==> src/rtl/la_iopwrseq.sv <==
// Power-on / retention sequencer driving the io ring control lanes.
// Debounces synchronized power-goods, orders iso/ret/ioen release and handles retention.
module la_iopwrseq #(
  parameter int unsigned RINGW    = 8,
  parameter int unsigned SYNC     = 2,
  parameter int unsigned DEBOUNCE = 16,
  parameter int unsigned STEP     = 4
) (
  input  logic             clk,
  input  logic             rst,
  input  logic             pg_vdd,
  input  logic             pg_vddio,
  input  logic             sleep_req,
  input  logic             wake_req,
  output logic [RINGW-1:0] ring_ctrl,
  output logic [2:0]       state,
  output logic             ready,
  output logic             pg_fault
);

  localparam int unsigned MAXC = (DEBOUNCE > STEP) ? DEBOUNCE : STEP;
  localparam int unsigned CW   = $clog2(MAXC + 1);

  typedef enum logic [2:0] {
    S_OFF       = 3'd0,
    S_ENABLE    = 3'd1,
    S_ON        = 3'd2,
    S_RET_ENTRY = 3'd3,
    S_SLEEP     = 3'd4,
    S_RET_EXIT  = 3'd5
  } state_t;

  state_t          cur;
  state_t          nxt;
  logic [SYNC-1:0] sync_vdd;
  logic [SYNC-1:0] sync_vddio;
  logic            pg_ok;
  logic [CW-1:0]   cnt;
  logic [CW-1:0]   cnt_nxt;
  logic            fault_nxt;
  logic            dwell_done;
  logic            deb_done;

  // Lane word {ioen, ret, iso} for a given state.
  function automatic logic [2:0] ctrl_of(input state_t s);
    logic [2:0] c;
    c = 3'b001;
    case (s)
      S_OFF:       c = 3'b001;
      S_ENABLE:    c = 3'b101;
      S_ON:        c = 3'b100;
      S_RET_ENTRY: c = 3'b101;
      S_SLEEP:     c = 3'b011;
      S_RET_EXIT:  c = 3'b101;
      default:     c = 3'b001;
    endcase
    return c;
  endfunction

  // Power-good synchronizers.
  always_ff @(posedge clk) begin
    if (rst) begin
      sync_vdd   <= '0;
      sync_vddio <= '0;
    end else begin
      sync_vdd   <= {sync_vdd[SYNC-2:0], pg_vdd};
      sync_vddio <= {sync_vddio[SYNC-2:0], pg_vddio};
    end
  end

  assign pg_ok      = sync_vdd[SYNC-1] & sync_vddio[SYNC-1];
  assign dwell_done = (cnt == CW'(STEP - 1));
  assign deb_done   = (cnt == CW'(DEBOUNCE - 1));

  // State register and shared counter.
  always_ff @(posedge clk) begin
    if (rst) begin
      cur <= S_OFF;
      cnt <= '0;
    end else begin
      cur <= nxt;
      cnt <= cnt_nxt;
    end
  end

  // Next state; power-good loss overrides every other transition.
  always_comb begin
    nxt       = cur;
    fault_nxt = 1'b0;
    cnt_nxt   = '0;
    case (cur)
      S_OFF:       if (pg_ok && deb_done) nxt = S_ENABLE;
      S_ENABLE:    if (dwell_done) nxt = S_ON;
      S_ON:        if (sleep_req) nxt = S_RET_ENTRY;
      S_RET_ENTRY: if (dwell_done) nxt = S_SLEEP;
      S_SLEEP:     if (wake_req) nxt = S_RET_EXIT;
      S_RET_EXIT:  if (dwell_done) nxt = S_ON;
      default:     nxt = S_OFF;
    endcase
    if (cur != S_OFF && !pg_ok) begin
      nxt       = S_OFF;
      fault_nxt = 1'b1;
    end
    if (nxt == cur) begin
      case (cur)
        S_OFF:                              cnt_nxt = pg_ok ? cnt + CW'(1) : '0;
        S_ENABLE, S_RET_ENTRY, S_RET_EXIT:  cnt_nxt = cnt + CW'(1);
        default:                            cnt_nxt = '0;
      endcase
    end
  end

  // Registered outputs decoded from the state being entered.
  always_ff @(posedge clk) begin
    if (rst) begin
      ring_ctrl <= RINGW'(3'b001);
      ready     <= 1'b0;
      pg_fault  <= 1'b0;
    end else begin
      ring_ctrl <= RINGW'(ctrl_of(nxt));
      ready     <= (nxt == S_ON);
      pg_fault  <= fault_nxt;
    end
  end

  assign state = cur;

endmodule

==> config.mk <==
export PLATFORM = sky130hd
export DESIGN_NAME = la_iopwrseq
export DESIGN_NICKNAME = d
export VERILOG_FILES = /design/src/rtl/la_iopwrseq.sv
export SDC_FILE = /design/constraint.sdc
export NUM_CORES = 1
export LEC_CHECK = 0
export CELL_PAD_IN_SITES_DETAIL_PLACEMENT = 1
export CELL_PAD_IN_SITES_GLOBAL_PLACEMENT = 2
export CORE_ASPECT_RATIO = 1.75
export CORE_UTILIZATION = 30
export CTS_CLUSTER_DIAMETER = 60
export DETAILED_ROUTE_END_ITERATION = 10
export PLACE_DENSITY = 0.87
export REMOVE_ABC_BUFFERS = 1
export SLEW_MARGIN = 20
export SYNTH_ARGS = -nofsm -noshare
export SYNTH_HDL_FRONTEND = slang
export SYNTH_SLANG_ARGS = --single-unit
==> constraint.sdc <==
create_clock -name clk -period 3.1 [get_ports clk]
set_input_delay 0.775 -clock clk [delete_from_list [all_inputs] [get_ports clk]]
set_output_delay 0.775 -clock clk [all_outputs]
set_load 0.03 [all_outputs]
==> results.toml, run 1 <==
[status]
status = "completed"

[global_route]
grt_pass1_vias = 645
grt_pass1_wl_um = 2630
track_usage = 0.146
grt.overflow.total = 0
antenna_found_initial = 0
grt_start_max_net_pins = 12

[cts]
cts_tree = "done"
clock-sinks = 17
clk_latency_ns = 0.26
htreeDepth = 1
cts-resized-gates = 0
ctsHoldBuffers = 0
cts_setup_buffers = 0
clockBufferDepth = 2
cts.reportedPaths.clkPinSlew_ns = 0.07
cts_inserted_buffers = 3
cts-root-buf = "clkbuf_8"

[layout]
drive_gt1_frac = 0.0879
fillCellCount = 282
stdcell_area_um2 = 927
stdcell_count = 116
finalNetCount = 100
antennaDiodeCount = 0
syn2layout_area_growth_pct = 23.1
utilization = 0.398

[timing]
rsz0062_at_grt = "no"
min_period_over_period = 0.741
final_hold_viol_count = 0
min_period_ns = 2.30
setup_slack_ns = 0.802
clock_skew_ns = 0.00317
slew_violations = 0
setup_tns_ns = 0
fmax_ghz = 0.435
setup_viol = 0
worst_pin_slew_ns = 0.695
relSlewSlack = 0.533
hold_ws_ns = 0.439

[floorplan]
dieWidth_um = 39.9
fp-row-count = 23
initial_core_util = 0.323
ios = 19
die_y_um = 68.3
dieArea_um2 = 2720
core_um2 = 2330

[detailed_routing]
drc = 0
wl_per_cell_um = 14.5
routed_wl_um = 1690
viasPerCell = 5.41
ant_nets = 0
drt_iter0_markers = 10
via_count = 628
dr.pass1.iters = 2

[logic_synthesis]
synth_warnings = 0
async_flop_share = 0
synth_area_um2 = 753
synth_edf_count = 0
yosysSeqAreaShare = 0.452
avgSynthCellArea_um2 = 9.78
synth.distinct_cells = 35
synthCells = 77
synth-main-ff-cell = "dfxtp_1"
synth-seq-cells = 17

[worst_setup_path]
worstPathCellList = "clkdlybuf4s50_1"
critPathMaxStageDelay_ns = 0.74
start_kind = "flop"
cp.arrival_ns = 1.52
path_max_fanout = 11
cp-end-kind = "output port"
required_ns = 2.32
critical_path_class = "reg2out"
crit_slowest_cell = "clkdlybuf4s50_1"
cp_num_buf_inv = 1
crit_family = "buffers and inverters"

[placement]
placedInstanceArea_um2 = 881
portBuffers = 13
placed_cells = 112
hpwl_um = 1330
gp_congestion = 0.708
pre_cts_ws_ns = 0.863

[min_path]
hold_class = "reg2reg"

[pwr]
power_uw = 410
peakVddDrop_uv = 274
leakage_nw = 0.326
powerDensity_nw_per_um2 = 442

[job]
maxCapViolCount = 0
worst paths after layout:
path                                  start           to  slack (ns)  cells past startpoint
worst max-delay path               state[2]     state[2]        0.80                      1
worst min-delay path            sync_vdd[0]  sync_vdd[1]        0.44                      1
worst max register to register       cnt[0]        ready        1.12                      5
worst min register to register  sync_vdd[0]  sync_vdd[1]        0.44                      1
final cells by class:
type	count	area, um2	area share
Clock buffer	3	41.3	0.0445
Clock inverter	1	5.00	0.00540
Inverter	3	11.3	0.0121
Multi-Input combinational cell	54	368	0.397
Sequential cell	17	340	0.367
Tap cell	25	31.3	0.0337
Timing Repair Buffer	13	130	0.140
Yosys cell counts, types with 2 or more instances:
master,number,share of area
o21ai_0,2,0.013
nor2b_1,5,0.042
o21a_1,2,0.020
dfxtp_1,17,0.45
ha_1,2,0.033
a211oi_1,3,0.030
nor4_1,5,0.042
nand3_1,2,0.013
inv_1,3,0.015
nor4b_1,3,0.035
nand2_1,4,0.020
buf_4,6,0.060
state kept, by name, summed over array words and instances (netlist names):
name / count
sync_vddio: 2
cnt: 5
ring_ctrl: 3
ready: 1
sync_vdd: 2
pg_fault: 1
state: 3
logic make-up (layout without fill, tap and decap cells):
group           count (synthesis)  after routing  synth area share
flops                          17             17             0.452
fa+ha+maj                       2              2            0.0332
compound gates                 18             18             0.179
simple gates                   27             27             0.228
other cells                     1              5           0.00498
buf+inv                        10             20            0.0797
xor+xnor                        2              2            0.0233
metal layers:
metal  GRT usage  share of wire
met1       0.111           0.37
met2       0.270           0.55
met3      0.0292          0.021
met4       0.138          0.055
met5           0              0
power by group:
part	internal [mW]	switching, mW	total (mW)
Sequential	0.221	0.00130	0.222
Combinational	0.00721	0.0122	0.0194
Clock	0.0893	0.0789	0.168
cell usage in the layout (no fill, tap or decap), types with 2 or more instances in the layout:
| cell type | Yosys | final |
|---|---|---|
| clkbuf_8 | 0 | 3 |
| nand2_1 | 4 | 4 |
| inv_1 | 3 | 3 |
| nand3_1 | 2 | 2 |
| nor2b_1 | 5 | 5 |
| ha_1 | 2 | 2 |
| o21ai_0 | 2 | 2 |
| nor4b_1 | 3 | 3 |
| dfxtp_1 | 17 | 17 |
| a211oi_1 | 3 | 3 |
| nor4_1 | 5 | 5 |
| clkdlybuf4s50_1 | 0 | 13 |
| conb_1 | 1 | 5 |
| o21a_1 | 2 | 2 |
Power figures use the tool's default switching activity.
==> run 2, diff against run 1 <==
CORE_UTILIZATION = 28   (was 30)
PLACE_DENSITY = 0.82   (was 0.87)
clock period = 2.35 ns   (was 3.1 ns; I/O delays follow)
==> run 2 against run 1 <==
Effect of this change: clock skew up 0.00077 ns; power up 30%; die area up 6.9%; largest cell class unchanged; global-route usage down 0.92 points.
==> results.toml, run 2 (synthesized netlist as in run 1, its figures left out) <==
[status]
status = "completed"

[cts]
clk_latency_ns = 0.25
cts_tree = "done"
cts_inserted_buffers = 3
clock-sinks = 17
cts_setup_buffers = 0
cts-resized-gates = 0
cts-root-buf = "clkbuf_8"
cts.reportedPaths.clkPinSlew_ns = 0.06
ctsHoldBuffers = 0
clockBufferDepth = 2
htreeDepth = 1

[timing]
min_period_over_period = 0.897
fmax_ghz = 0.474
worst_pin_slew_ns = 0.639
hold_ws_ns = 0.444
clock_skew_ns = 0.00393
setup_tns_ns = 0
rsz0062_at_grt = "no"
final_hold_viol_count = 0
slew_violations = 0
setup_viol = 0
relSlewSlack = 0.571
min_period_ns = 2.11

[layout]
layout_common_cells = "dfxtp_1 (17), clkdlybuf4s50_1 (13), nor2b_1 (5), nor4_1 (5), conb_1 (5)"
antennaDiodeCount = 0
finalNetCount = 101
largest_reg_flops = 5
utilization = 0.371
top_register = "cnt"
drive_gt1_frac = 0.0870
final_common_cell = "dfxtp_1"
fillCellCount = 301
syn2layout_area_growth_pct = 24.1

[pwr]
seq_power_share = 0.550
power_uw = 533
clkPwrFrac = 0.402
power_frac_comb = 0.048
p_sw_uw = 112
internal_power_uw = 421
peakVddDrop_uv = 313
powerDensity_nw_per_um2 = 570
leakage_nw = 0.329
power.share.switching = 0.210

[global_route]
track_usage = 0.137
grt.overflow.total = 0
grt_start_max_net_pins = 12
antenna_found_initial = 0
grt_pass1_vias = 613
grt_pass1_wl_um = 2680

[placement]
gp_congestion = 0.711
portBuffers = 13
hpwl_um = 1360

[worst_setup_path]
cp.arrival_ns = 1.52
worst_r2r_path_depth = 5
crit_slowest_cell = "clkdlybuf4s50_1"
cp.depth = 1
required_ns = 1.76
critical_path_class = "reg2out"
crit_family = "buffers and inverters"
cp_num_buf_inv = 1
path_max_fanout = 11
worstPathCellList = "clkdlybuf4s50_1"
start_kind = "flop"
critPathMaxStageDelay_ns = 0.74
cp-end-kind = "output port"

[floorplan]
initial_core_util = 0.299
ios = 19
die_y_um = 70.6
dieWidth_um = 41.2
core_um2 = 2520
dieArea_um2 = 2910
fp-row-count = 24

[detailed_routing]
via_count = 614
wl_met1_um = 591
drt_iter0_markers = 2
wl_per_cell_um = 14.1
drc = 0
routed_wl_um = 1670
wl_met3_um = 46
viasPerCell = 5.20
wl_met2_um = 984
routed.top_layer = "met4"
dr.pass1.iters = 2
ant_nets = 0

[min_path]
holdPathStages = 1
hold_class = "reg2reg"

[job]
maxCapViolCount = 0
[run 2: cell count changes in the layout (fill, tap and decap cells not counted)]
| cell | previous run | this run |
|---|---|---|
| clkbuf_1 | 0 | 1 |
| buf_4 | 0 | 1 |
| clkinv_2 | 1 | 0 |
[run 2: final cells by class]
type	instances	area [um2]	share of cell area
tap	26	32.5	0.0348
clock buffer	4	45.0	0.0482
sequential	17	340	0.364
timing repair buffer	14	138	0.147
inverter	3	11.3	0.0120
multi-input combinational	54	368	0.394
[run 2: stage by stage]
| stage | setup WS (ns) | cells | area, um2 |
|---|---|---|---|
| floorplan | 0.554 | 74 | 719 |
| global placement | 0.382 | 114 | 890 |
| detailed placement | 0.218 | 114 | 890 |
| CTS | 0.200 | 118 | 935 |
| global route | 0.107 | 118 | 935 |
| finish | 0.242 | 118 | 935 |
[run 2: power groups by stage]
stage | Sequential, mW | Clock [mW] | Combinational [mW]
3_3_place_gp | 0.300 | 0 | 0.0251
3_5_place_dp | 0.300 | 0 | 0.0254
5_1_grt | 0.293 | 0.233 | 0.0271
4_1_cts | 0.293 | 0.219 | 0.0255
2_1_floorplan | 0.299 | 0 | 0.0142
6_report | 0.293 | 0.214 | 0.0255
[run 2: path summary, 6_finish.rpt]
| path | start | end | slack, ns |
|---|---|---|---|
| worst max-delay path | state[2] | state[2] | 0.24 |
| worst min-delay path | sync_vdd[0] | sync_vdd[1] | 0.44 |
| worst max register to register | cnt[0] | cnt[1] | 0.27 |
| worst min register to register | sync_vdd[0] | sync_vdd[1] | 0.44 |
[run 2: per-layer routing]
metal,up-vias,GRT usage
li1,304,-
met1,290,0.125
met2,15,0.248
met3,5,0.0282
met4,0,0.0753
met5,-,0
==> run 3, diff against run 2 <==
RECOVER_POWER = 100   (was unset)
==> run 3 against run 2 <==
Effect of this change: register-to-register slack barely moved; hold slack barely moved; clock skew barely moved; cell count did not move; combinational power fell by 2%; critical path depth did not move; clock power barely moved; via count did not move; fmax fell by 2.3%; critical endpoint unchanged; wire length fell by 0.18%; clock-buffer cell count did not move.
==> results.toml, run 3 (synthesized netlist as in run 1, its figures left out) <==
[status]
status = "completed"

[worst_setup_path]
critPathMaxStageDelay_ns = 0.79
critical_path_class = "reg2out"
worstPathCellList = "dlygate4sd3_1"
required_ns = 1.76
r2r_slack_ns = 0.28
cp-end-kind = "output port"
cp.depth = 1
crit_slowest_cell = "dlygate4sd3_1"
worst_r2r_path_depth = 5
reg2reg_from = "cnt[0]"
start_kind = "flop"
reg2reg_to = "cnt[1]"
crit_family = "buffers and inverters"
path_max_fanout = 11
cp_num_buf_inv = 1
cp.arrival_ns = 1.57

[cts]
cts-resized-gates = 0
clock-sinks = 17
htreeDepth = 1
clk_latency_ns = 0.25
ctsHoldBuffers = 0
clockBufferDepth = 2
cts_setup_buffers = 0
cts_inserted_buffers = 3
cts-root-buf = "clkbuf_8"
cts.reportedPaths.clkPinSlew_ns = 0.06
cts_tree = "done"

[layout]
layout_common_cells = "dfxtp_1 (17), dlygate4sd3_1 (9), nor2b_1 (5), nor4_1 (5), conb_1 (5)"
syn2layout_area_growth_pct = 23.6
fillCellCount = 302
largest_reg_flops = 5
antennaDiodeCount = 0
drive_gt1_frac = 0.0761
final_common_cell = "dfxtp_1"
finalNetCount = 101
top_register = "cnt"
stdcell_count = 118

[detailed_routing]
via_count = 614
viasPerCell = 5.20
drt_iter0_markers = 1
ant_nets = 0
drc = 0
dr.pass1.iters = 2
wl_per_cell_um = 14.1
routed_wl_um = 1660

[global_route]
grt_pass1_vias = 613
grt_start_max_net_pins = 12
track_usage = 0.137
grt_pass1_wl_um = 2680
antenna_found_initial = 0
grt.overflow.total = 0

[placement]
placed_cells = 114
portBuffers = 13
gp_congestion = 0.711
hpwl_um = 1360

[floorplan]
fp-row-count = 24
dieArea_um2 = 2910
ios = 19
dieWidth_um = 41.2
initial_core_util = 0.299
die_y_um = 70.6
core_um2 = 2520

[job]
maxCapViolCount = 0

[timing]
min_period_ns = 2.16
clock_skew_ns = 0.00376
relSlewSlack = 0.571
fmax_ghz = 0.464
slew_violations = 0
setup_tns_ns = 0
worst_pin_slew_ns = 0.639
final_hold_viol_count = 0
min_period_over_period = 0.918
rsz0062_at_grt = "no"
setup_viol = 0

[pwr]
peakVddDrop_uv = 313
powerDensity_nw_per_um2 = 573
leakage_nw = 0.348

[min_path]
hold_class = "reg2reg"
holdPathStages = 1
hold_end = "sync_vdd[1]"
hp-start = "sync_vdd[0]"
==> run 3: worst max-delay path by stage <==
| stage | from | end | slack, ns |
|---|---|---|---|
| floorplan | cnt[0] | ready | 0.55 |
| global placement | cnt[0] | cnt[3] | 0.38 |
| detailed placement | cnt[0] | cnt[1] | 0.22 |
| CTS | cnt[0] | cnt[1] | 0.20 |
| global route | cnt[0] | cnt[1] | 0.11 |
| finish | state[2] | state[2] | 0.19 |
==> run 3: through the flow <==
stage	util	hold slack, ns	worst slack (ns)	cell area (um2)	power (mW)
floorplan	-	0.414	0.554	719	0.313
global placement	0.353	0.418	0.382	890	0.325
detailed placement	0.353	0.425	0.218	890	0.325
CTS	0.371	0.452	0.200	935	0.537
global route	0.369	0.472	0.107	931	0.553
finish	0.369	0.444	0.193	931	0.533
==> run 3: cell type report <==
type / count / area [um2] / area share
Clock buffer: 4 / 45.0 / 0.0484
Inverter: 3 / 11.3 / 0.0121
Multi-Input combinational cell: 54 / 364 / 0.391
Sequential cell: 17 / 340 / 0.366
Tap cell: 26 / 32.5 / 0.0349
Timing Repair Buffer: 14 / 138 / 0.148
==> run 3: where the power goes <==
| group | internal, mW | switching [mW] |
|---|---|---|
| Combinational | 0.00916 | 0.0160 |
| Clock | 0.120 | 0.0944 |
| Sequential | 0.291 | 0.00175 |
==> run 3: metal layers <==
layer | share of wire | GRT usage | vias up | wire, um
met5 | 0 | 0 | - | 0
met4 | 0.025 | 0.0753 | 0 | 42
met3 | 0.028 | 0.0282 | 5 | 47
met2 | 0.59 | 0.248 | 15 | 983
met1 | 0.35 | 0.125 | 289 | 588
li1 | - | - | 305 | -
